**src/rtl/load_store_unit.sv**
```systemverilog
// load_store_unit
//   Initiator between the execute stage and a word-wide data memory. Takes one
//   load/store at a time, presents a word address to the memory, returns
//   sign/zero-extended load data, and performs sub-word stores as
//   read-modify-write so the memory only ever sees full-word writes.
//
//   Optional build macro: LSU_FAULT_EN
//     defined   : misaligned H/W, size 11, or store with FUNCT3[2]=1 fault;
//                 no memory access, DONE+ERR one cycle after accept.
//     undefined : ERR tied 0, size 11 acts as W, misaligned H uses the
//                 ADDR[1] half, misaligned W ignores ADDR[1:0].
//
// Ports
//   CLK, RST_N        clock (rising edge), asynchronous active-low reset
//   REQ, WE, FUNCT3,  request strobe / store select / size+unsigned /
//   ADDR, WDATA       byte address / store data (sampled when READY=1)
//   READY, DONE, ERR  idle flag, one-cycle completion pulse, fault flag
//   RDATA             registered load result
//   MEM_A, MEM_WD,    memory word address, write data, write enable
//   MEM_WE, MEM_RD    and combinational read data
module load_store_unit #(
  parameter int AW = 6
) (
  input  logic          CLK,
  input  logic          RST_N,
  input  logic          REQ,
  input  logic          WE,
  input  logic [2:0]    FUNCT3,
  input  logic [31:0]   ADDR,
  input  logic [31:0]   WDATA,
  output logic          READY,
  output logic          DONE,
  output logic [31:0]   RDATA,
  output logic          ERR,
  output logic [AW-1:0] MEM_A,
  output logic [31:0]   MEM_WD,
  output logic          MEM_WE,
  input  logic [31:0]   MEM_RD
);

  typedef enum logic [2:0] {IDLE, LOAD, READ, WRITE, FIN} state_t;

  state_t      state, state_nxt;
  logic [1:0]  size_q;      // 00 B, 01 H, 1x W
  logic        uns_q;
  logic [1:0]  off_q;       // byte offset within the word
  logic [31:0] wdata_q;
  logic        fault_q;
  logic        fault_in;
  logic        accept;

  assign accept = (state == IDLE) && REQ;

  // Fault classification of the request currently on the inputs.
`ifdef LSU_FAULT_EN
  always_comb begin
    fault_in = 1'b0;
    if (FUNCT3[1:0] == 2'b11)                          fault_in = 1'b1;
    if (FUNCT3[1:0] == 2'b01 && ADDR[0])               fault_in = 1'b1;
    if (FUNCT3[1:0] == 2'b10 && ADDR[1:0] != 2'b00)    fault_in = 1'b1;
    if (WE && FUNCT3[2])                               fault_in = 1'b1;
  end
`else
  assign fault_in = 1'b0;
`endif

  // Pick the addressed lane out of a memory word and extend it.
  function automatic logic [31:0] load_extract(input logic [31:0] w,
                                               input logic [1:0]  size,
                                               input logic        uns,
                                               input logic [1:0]  off);
    logic [7:0]  b;
    logic [15:0] h;
    b = w[{off, 3'b000} +: 8];
    h = w[{off[1], 4'b0000} +: 16];
    case (size)
      2'b00:   load_extract = {{24{~uns & b[7]}}, b};
      2'b01:   load_extract = {{16{~uns & h[15]}}, h};
      default: load_extract = w;
    endcase
  endfunction

  // Replace the addressed lane(s) of the old word with the store data.
  function automatic logic [31:0] store_merge(input logic [31:0] old,
                                              input logic [31:0] wd,
                                              input logic [1:0]  size,
                                              input logic [1:0]  off);
    logic [31:0] r;
    r = old;
    case (size)
      2'b00:   r[{off, 3'b000} +: 8]     = wd[7:0];
      2'b01:   r[{off[1], 4'b0000} +: 16] = wd[15:0];
      default: r = wd;
    endcase
    return r;
  endfunction

  // Next-state logic; outputs below are pure decodes of the state.
  always_comb begin
    // NOTE: every variable gets a default first so no path leaves it unassigned and no latch is inferred.
    state_nxt = state;
    case (state)
      IDLE: if (REQ) begin
        if (fault_in)       state_nxt = FIN;
        else if (!WE)       state_nxt = LOAD;
        else if (FUNCT3[1]) state_nxt = WRITE;   // SW (size 11 too when faults off)
        else                state_nxt = READ;    // SB/SH need the old word first
      end
      LOAD:    state_nxt = FIN;
      READ:    state_nxt = WRITE;
      WRITE:   state_nxt = FIN;
      FIN:     state_nxt = IDLE;
      default: state_nxt = IDLE;
    endcase
  end

  // Decoding from state means an asynchronous reset drops MEM_WE at once.
  assign READY  = (state == IDLE);
  assign DONE   = (state == FIN);
  assign MEM_WE = (state == WRITE);
`ifdef LSU_FAULT_EN
  assign ERR    = DONE && fault_q;
`else
  assign ERR    = 1'b0;
`endif

  always_ff @(posedge CLK or negedge RST_N) begin
    if (!RST_N) begin
      // NOTE: sequential state uses non-blocking assignments so every register samples pre-edge values.
      state   <= IDLE;
      size_q  <= 2'b00;
      uns_q   <= 1'b0;
      off_q   <= 2'b00;
      wdata_q <= '0;
      fault_q <= 1'b0;
      RDATA   <= '0;
      MEM_A   <= '0;
      MEM_WD  <= '0;
    end else begin
      state <= state_nxt;
      case (state)
        IDLE: if (accept) begin
          size_q  <= FUNCT3[1:0];
          uns_q   <= FUNCT3[2];
          off_q   <= ADDR[1:0];
          wdata_q <= WDATA;
          fault_q <= fault_in;
          if (!fault_in) begin
            MEM_A <= ADDR[AW+1:2];               // upper address bits wrap
            if (WE && FUNCT3[1]) MEM_WD <= WDATA;
          end
        end
        LOAD:  RDATA  <= load_extract(MEM_RD, size_q, uns_q, off_q);
        READ:  MEM_WD <= store_merge(MEM_RD, wdata_q, size_q, off_q);
        default: ;
      endcase
    end
  end

endmodule

```
**config.mk**
```make
export PLATFORM = sky130hd
export DESIGN_NAME = load_store_unit
export DESIGN_NICKNAME = d
export VERILOG_FILES = /design/src/rtl/load_store_unit.sv
export SDC_FILE = /design/constraint.sdc
export NUM_CORES = 1
export LEC_CHECK = 0
export ABC_CLOCK_PERIOD_IN_PS = 6630
export CORE_ASPECT_RATIO = 0.9
export CORE_UTILIZATION = 40
export DETAILED_ROUTE_END_ITERATION = 10
export GPL_ROUTABILITY_DRIVEN = 0
export PLACE_DENSITY = 0.7
export SLEW_MARGIN = 30
export SYNTH_ARGS = -nofsm -noshare
export SYNTH_HDL_FRONTEND = slang
export SYNTH_SLANG_ARGS = --single-unit
```
**constraint.sdc**
```tcl
create_clock -name CLK -period 6.63 [get_ports CLK]
set_clock_uncertainty 0.15 [all_clocks]
set_input_delay 1.989 -clock CLK [delete_from_list [all_inputs] [get_ports CLK]]
set_output_delay 1.989 -clock CLK [all_outputs]
set_load 0.01 [all_outputs]
```
==> flow_metrics.tcl <==
set metrics [dict create \
    outcome "completed" \
    power.ir.vdd_worst_v 0.000538 \
    ys_dominant_reg_cell "sky130_fd_sc_hd__dfrtp_1" \
    route.detailed.vias_per_inst 5.98 \
    synthToLayoutAreaGrowth_pct 31.2 \
    drt_first_pass_iters 5 \
    grt_first_pass_wirelength_um 28600 \
    crit_type "reg2out" \
    postSynth.asyncResetShare 1.00 \
    critical_path.endpoint_type "output pin" \
    cell_internal_pwr_uw 2290 \
    finalCriticalPeriod_ps 3910 \
    die_area_mm2 0.0154 \
    crit_chain "nor2b_1 > and2_1 > clkdlybuf4s50_1" \
    fmax_ghz 0.256 \
    postSynthCellCount 610 \
    vias 5517 \
    cts_buffers 9 \
    holdCritPathClass "reg2reg" \
    timing.slew.headroom 0.459 \
    setup_tns_ps 0 \
    synth_nets 718 \
    avgSynthCellArea_um2 9.80 \
    grt.total_usage 0.247 \
    post_cts_buffers 0 \
    synth.distinct_cells 44 \
    dp.final_hpwl_um 13100 \
    clkPwrFrac 0.145 \
    placement_rows 42 \
    drv_slew 0 \
    worst_setup_path_start_kind "flip-flop" \
    cts.path.max_buffers 2 \
    synth_warnings 0 \
    p_total_uw 3900 \
    insertion_delay_ps 360 \
    synth.ff_latch_count 110 \
    synth-seq-area-share 0.460 \
    top_fanout_value_on_the_critical_path 11 \
    total_net_switching_power_uw 1620 \
    grt_setup_unrepaired "no" \
    detail_route.drc_violations 0 \
    synthDominantCellAreaShare 0.460 \
    grt_overflow_total 0 \
    antenna_found_initial 0 \
    layout_worst_path_cycle_share 0.590 \
    insertedDiodeCount 0 \
    worst_pin_slew_ps 800 \
    worstPathRequired_ps 4490 \
    crit_path_max_incr_delay_ps 540 \
    cts_hold_repair.buffers 0 \
    ioPinCount 177 \
    tritoncts_clock_tree "done" \
    final_nets 828 \
    power.share.switching 0.414 \
    avgRoutedWirePerCell_um 20.2 \
    die_y_um 118 \
    power_frac_seq 0.342 \
    drt-initial-drc-count 494 \
    hold_viol 0 \
    clock_tree.root_cell "sky130_fd_sc_hd__clkbuf_16" \
    power.density_mw_per_mm2 498 \
    worst_path_arrival_ps 1770 \
    grt_start_max_net_pins 67 \
    fill_cells 1304 \
    tritoncts_num_sinks 110 \
    cell_with_the_largest_stage_delay_on_the_worst_path "sky130_fd_sc_hd__dfrtp_1" \
    netlist.top_cell.by_area "sky130_fd_sc_hd__dfrtp_1" \
    cap_viol_max_count 0 \
    grt_pass1_vias 5178 \
    placeableCoreArea_mm2 0.0147 \
    antenna_violating_nets_post_route 0 \
    cts_resized 0 \
    cts.reportedPaths.clkPinSlew_ps 70 \
    setup_viol 0 \
    leakage_uw 0.00313 \
    initial_utilization 0.408 \
    die-width_um 131 \
    netlist_area_mm2 0.00598 \
    cts_max_level 3 \
    synth_edf_count 0 \
    drive_above_1_share 0.143 \
    synth.area.top_cells "sky130_fd_sc_hd__dfrtp_1 (46%), sky130_fd_sc_hd__mux2_2 (9.0%), sky130_fd_sc_hd__nand2_1 (4.1%)" \
    wl_um 18700 \
    placement.io_buffers 151 \
    comb_power_share 0.513 \
]
-- synthesized netlist by cell type, drive strengths merged, types with 8 or more instances --
| library cell | n |
|---|---|
| nor3b | 8 |
| mux2 | 48 |
| a221oi | 23 |
| nand2 | 67 |
| and3 | 19 |
| nor3 | 33 |
| or3 | 9 |
| nand2b | 10 |
| a31oi | 23 |
| o21ai | 52 |
| dfrtp | 110 |
| a21oi | 15 |
| nand3 | 44 |
| nor2 | 16 |
| nor4b | 22 |
| buf | 28 |
| clkbuf | 32 |
-- area by class of cell --
class	count	area, um2	area share
Inverter	3	11.3	0.00144
Multi-Input combinational cell	437	2950	0.376
Clock inverter	6	71.3	0.00909
Clock buffer	10	239	0.0305
Tap cell	198	248	0.0316
Sequential cell	110	2760	0.351
Timing Repair Buffer	159	1570	0.200
-- logic make-up after synthesis --
logic type	synth area share
simple gates	0.228
mux	0.0992
buf+inv	0.0506
fa+ha+maj	0.0105
compound gates	0.151
flops	0.460
other cells	0.000627
-- worst max-delay path: cells and delay by family (launching register included) --
family                 cells  cell delay, ps
and+or+nand+nor            2             340
buffers and inverters      1             530
DFF                        1             540
-- stage by stage --
stage	std cells	instance area [um2]	hold slack [ps]	utilization	worst slack (ps)
after CTS	923	7840	343	0.535	2700
after global placement	907	7520	320	0.513	2490
final	923	7840	341	0.535	2720
after detailed placement	907	7530	327	0.514	2610
after floorplan	610	5980	331	-	3440
after global routing	923	7840	365	0.535	2590
-- flip-flops by register name, summed over array words and instances, names as in the netlist --
signal / flops
MEM_WD: 32
RDATA: 32
wdata_q: 32
MEM_A: 6
state: 3
off_q: 2
size_q: 2
uns_q: 1
-- layer usage --
layer,vias to the layer above,track usage,part of all wire
met5,-,0,0
met1,2701,0.352,0.43
met4,0,0.0733,0.023
li1,2478,-,-
met2,299,0.368,0.45
met3,39,0.0591,0.091
-- power by group through the flow --
stage | Clock (uW) | Combinational (uW) | Sequential [uW]
2_1_floorplan | 0 | 1210 | 1290
3_3_place_gp | 0 | 1930 | 1320
3_5_place_dp | 0 | 1990 | 1330
4_1_cts | 580 | 2000 | 1320
5_1_grt | 603 | 2170 | 1370
6_report | 567 | 2000 | 1330
-- layout by cell type, fill, tap and decap left out, types with 3 or more instances in the layout --
| master | Yosys | layout |
|---|---|---|
| sky130_fd_sc_hd__o221a_2 | 7 | 7 |
| sky130_fd_sc_hd__a2111oi_0 | 6 | 6 |
| sky130_fd_sc_hd__dfrtp_1 | 110 | 108 |
| sky130_fd_sc_hd__clkdlybuf4s50_1 | 0 | 150 |
| sky130_fd_sc_hd__o21ai_1 | 10 | 10 |
| sky130_fd_sc_hd__nand2_1 | 66 | 66 |
| sky130_fd_sc_hd__o211ai_1 | 3 | 3 |
| sky130_fd_sc_hd__nor3b_1 | 7 | 6 |
| sky130_fd_sc_hd__a221oi_1 | 23 | 23 |
| sky130_fd_sc_hd__mux2i_1 | 3 | 3 |
| sky130_fd_sc_hd__a31oi_1 | 23 | 23 |
| sky130_fd_sc_hd__ha_1 | 5 | 5 |
| sky130_fd_sc_hd__inv_1 | 3 | 3 |
| sky130_fd_sc_hd__nor2b_1 | 5 | 5 |
| sky130_fd_sc_hd__nand3_1 | 34 | 34 |
| sky130_fd_sc_hd__nand2b_1 | 10 | 10 |
| sky130_fd_sc_hd__nand3_2 | 10 | 10 |
| sky130_fd_sc_hd__nor2_1 | 16 | 16 |
| sky130_fd_sc_hd__a22oi_1 | 4 | 4 |
| sky130_fd_sc_hd__clkbuf_16 | 0 | 9 |
| sky130_fd_sc_hd__clkinv_4 | 0 | 3 |
| sky130_fd_sc_hd__and3_1 | 19 | 19 |
| sky130_fd_sc_hd__o21ai_0 | 42 | 42 |
| sky130_fd_sc_hd__a21oi_1 | 15 | 15 |
| sky130_fd_sc_hd__or3_1 | 9 | 8 |
| sky130_fd_sc_hd__nor4b_1 | 22 | 22 |
| sky130_fd_sc_hd__buf_4 | 8 | 9 |
| sky130_fd_sc_hd__nor3_1 | 32 | 31 |
| sky130_fd_sc_hd__mux2_2 | 48 | 48 |
-- final timing paths --
| kind | slack (ps) | depth (start not counted) | endpoint | startpoint |
|---|---|---|---|---|
| max reg2reg | 3680 | 6 | MEM_WD[9] | off_q[1] |
| max | 2720 | 3 | MEM_WE | state[0] |
| min | 340 | 2 | MEM_WD[22] | MEM_WD[22] |
| max in group asynchronous | 3650 | 2 | off_q[0] | RST_N |
| min in group asynchronous | 1530 | 1 | MEM_WD[18] | RST_N |
| min reg2reg | 340 | 2 | MEM_WD[22] | MEM_WD[22] |
(Power assumes the default switching activity.)
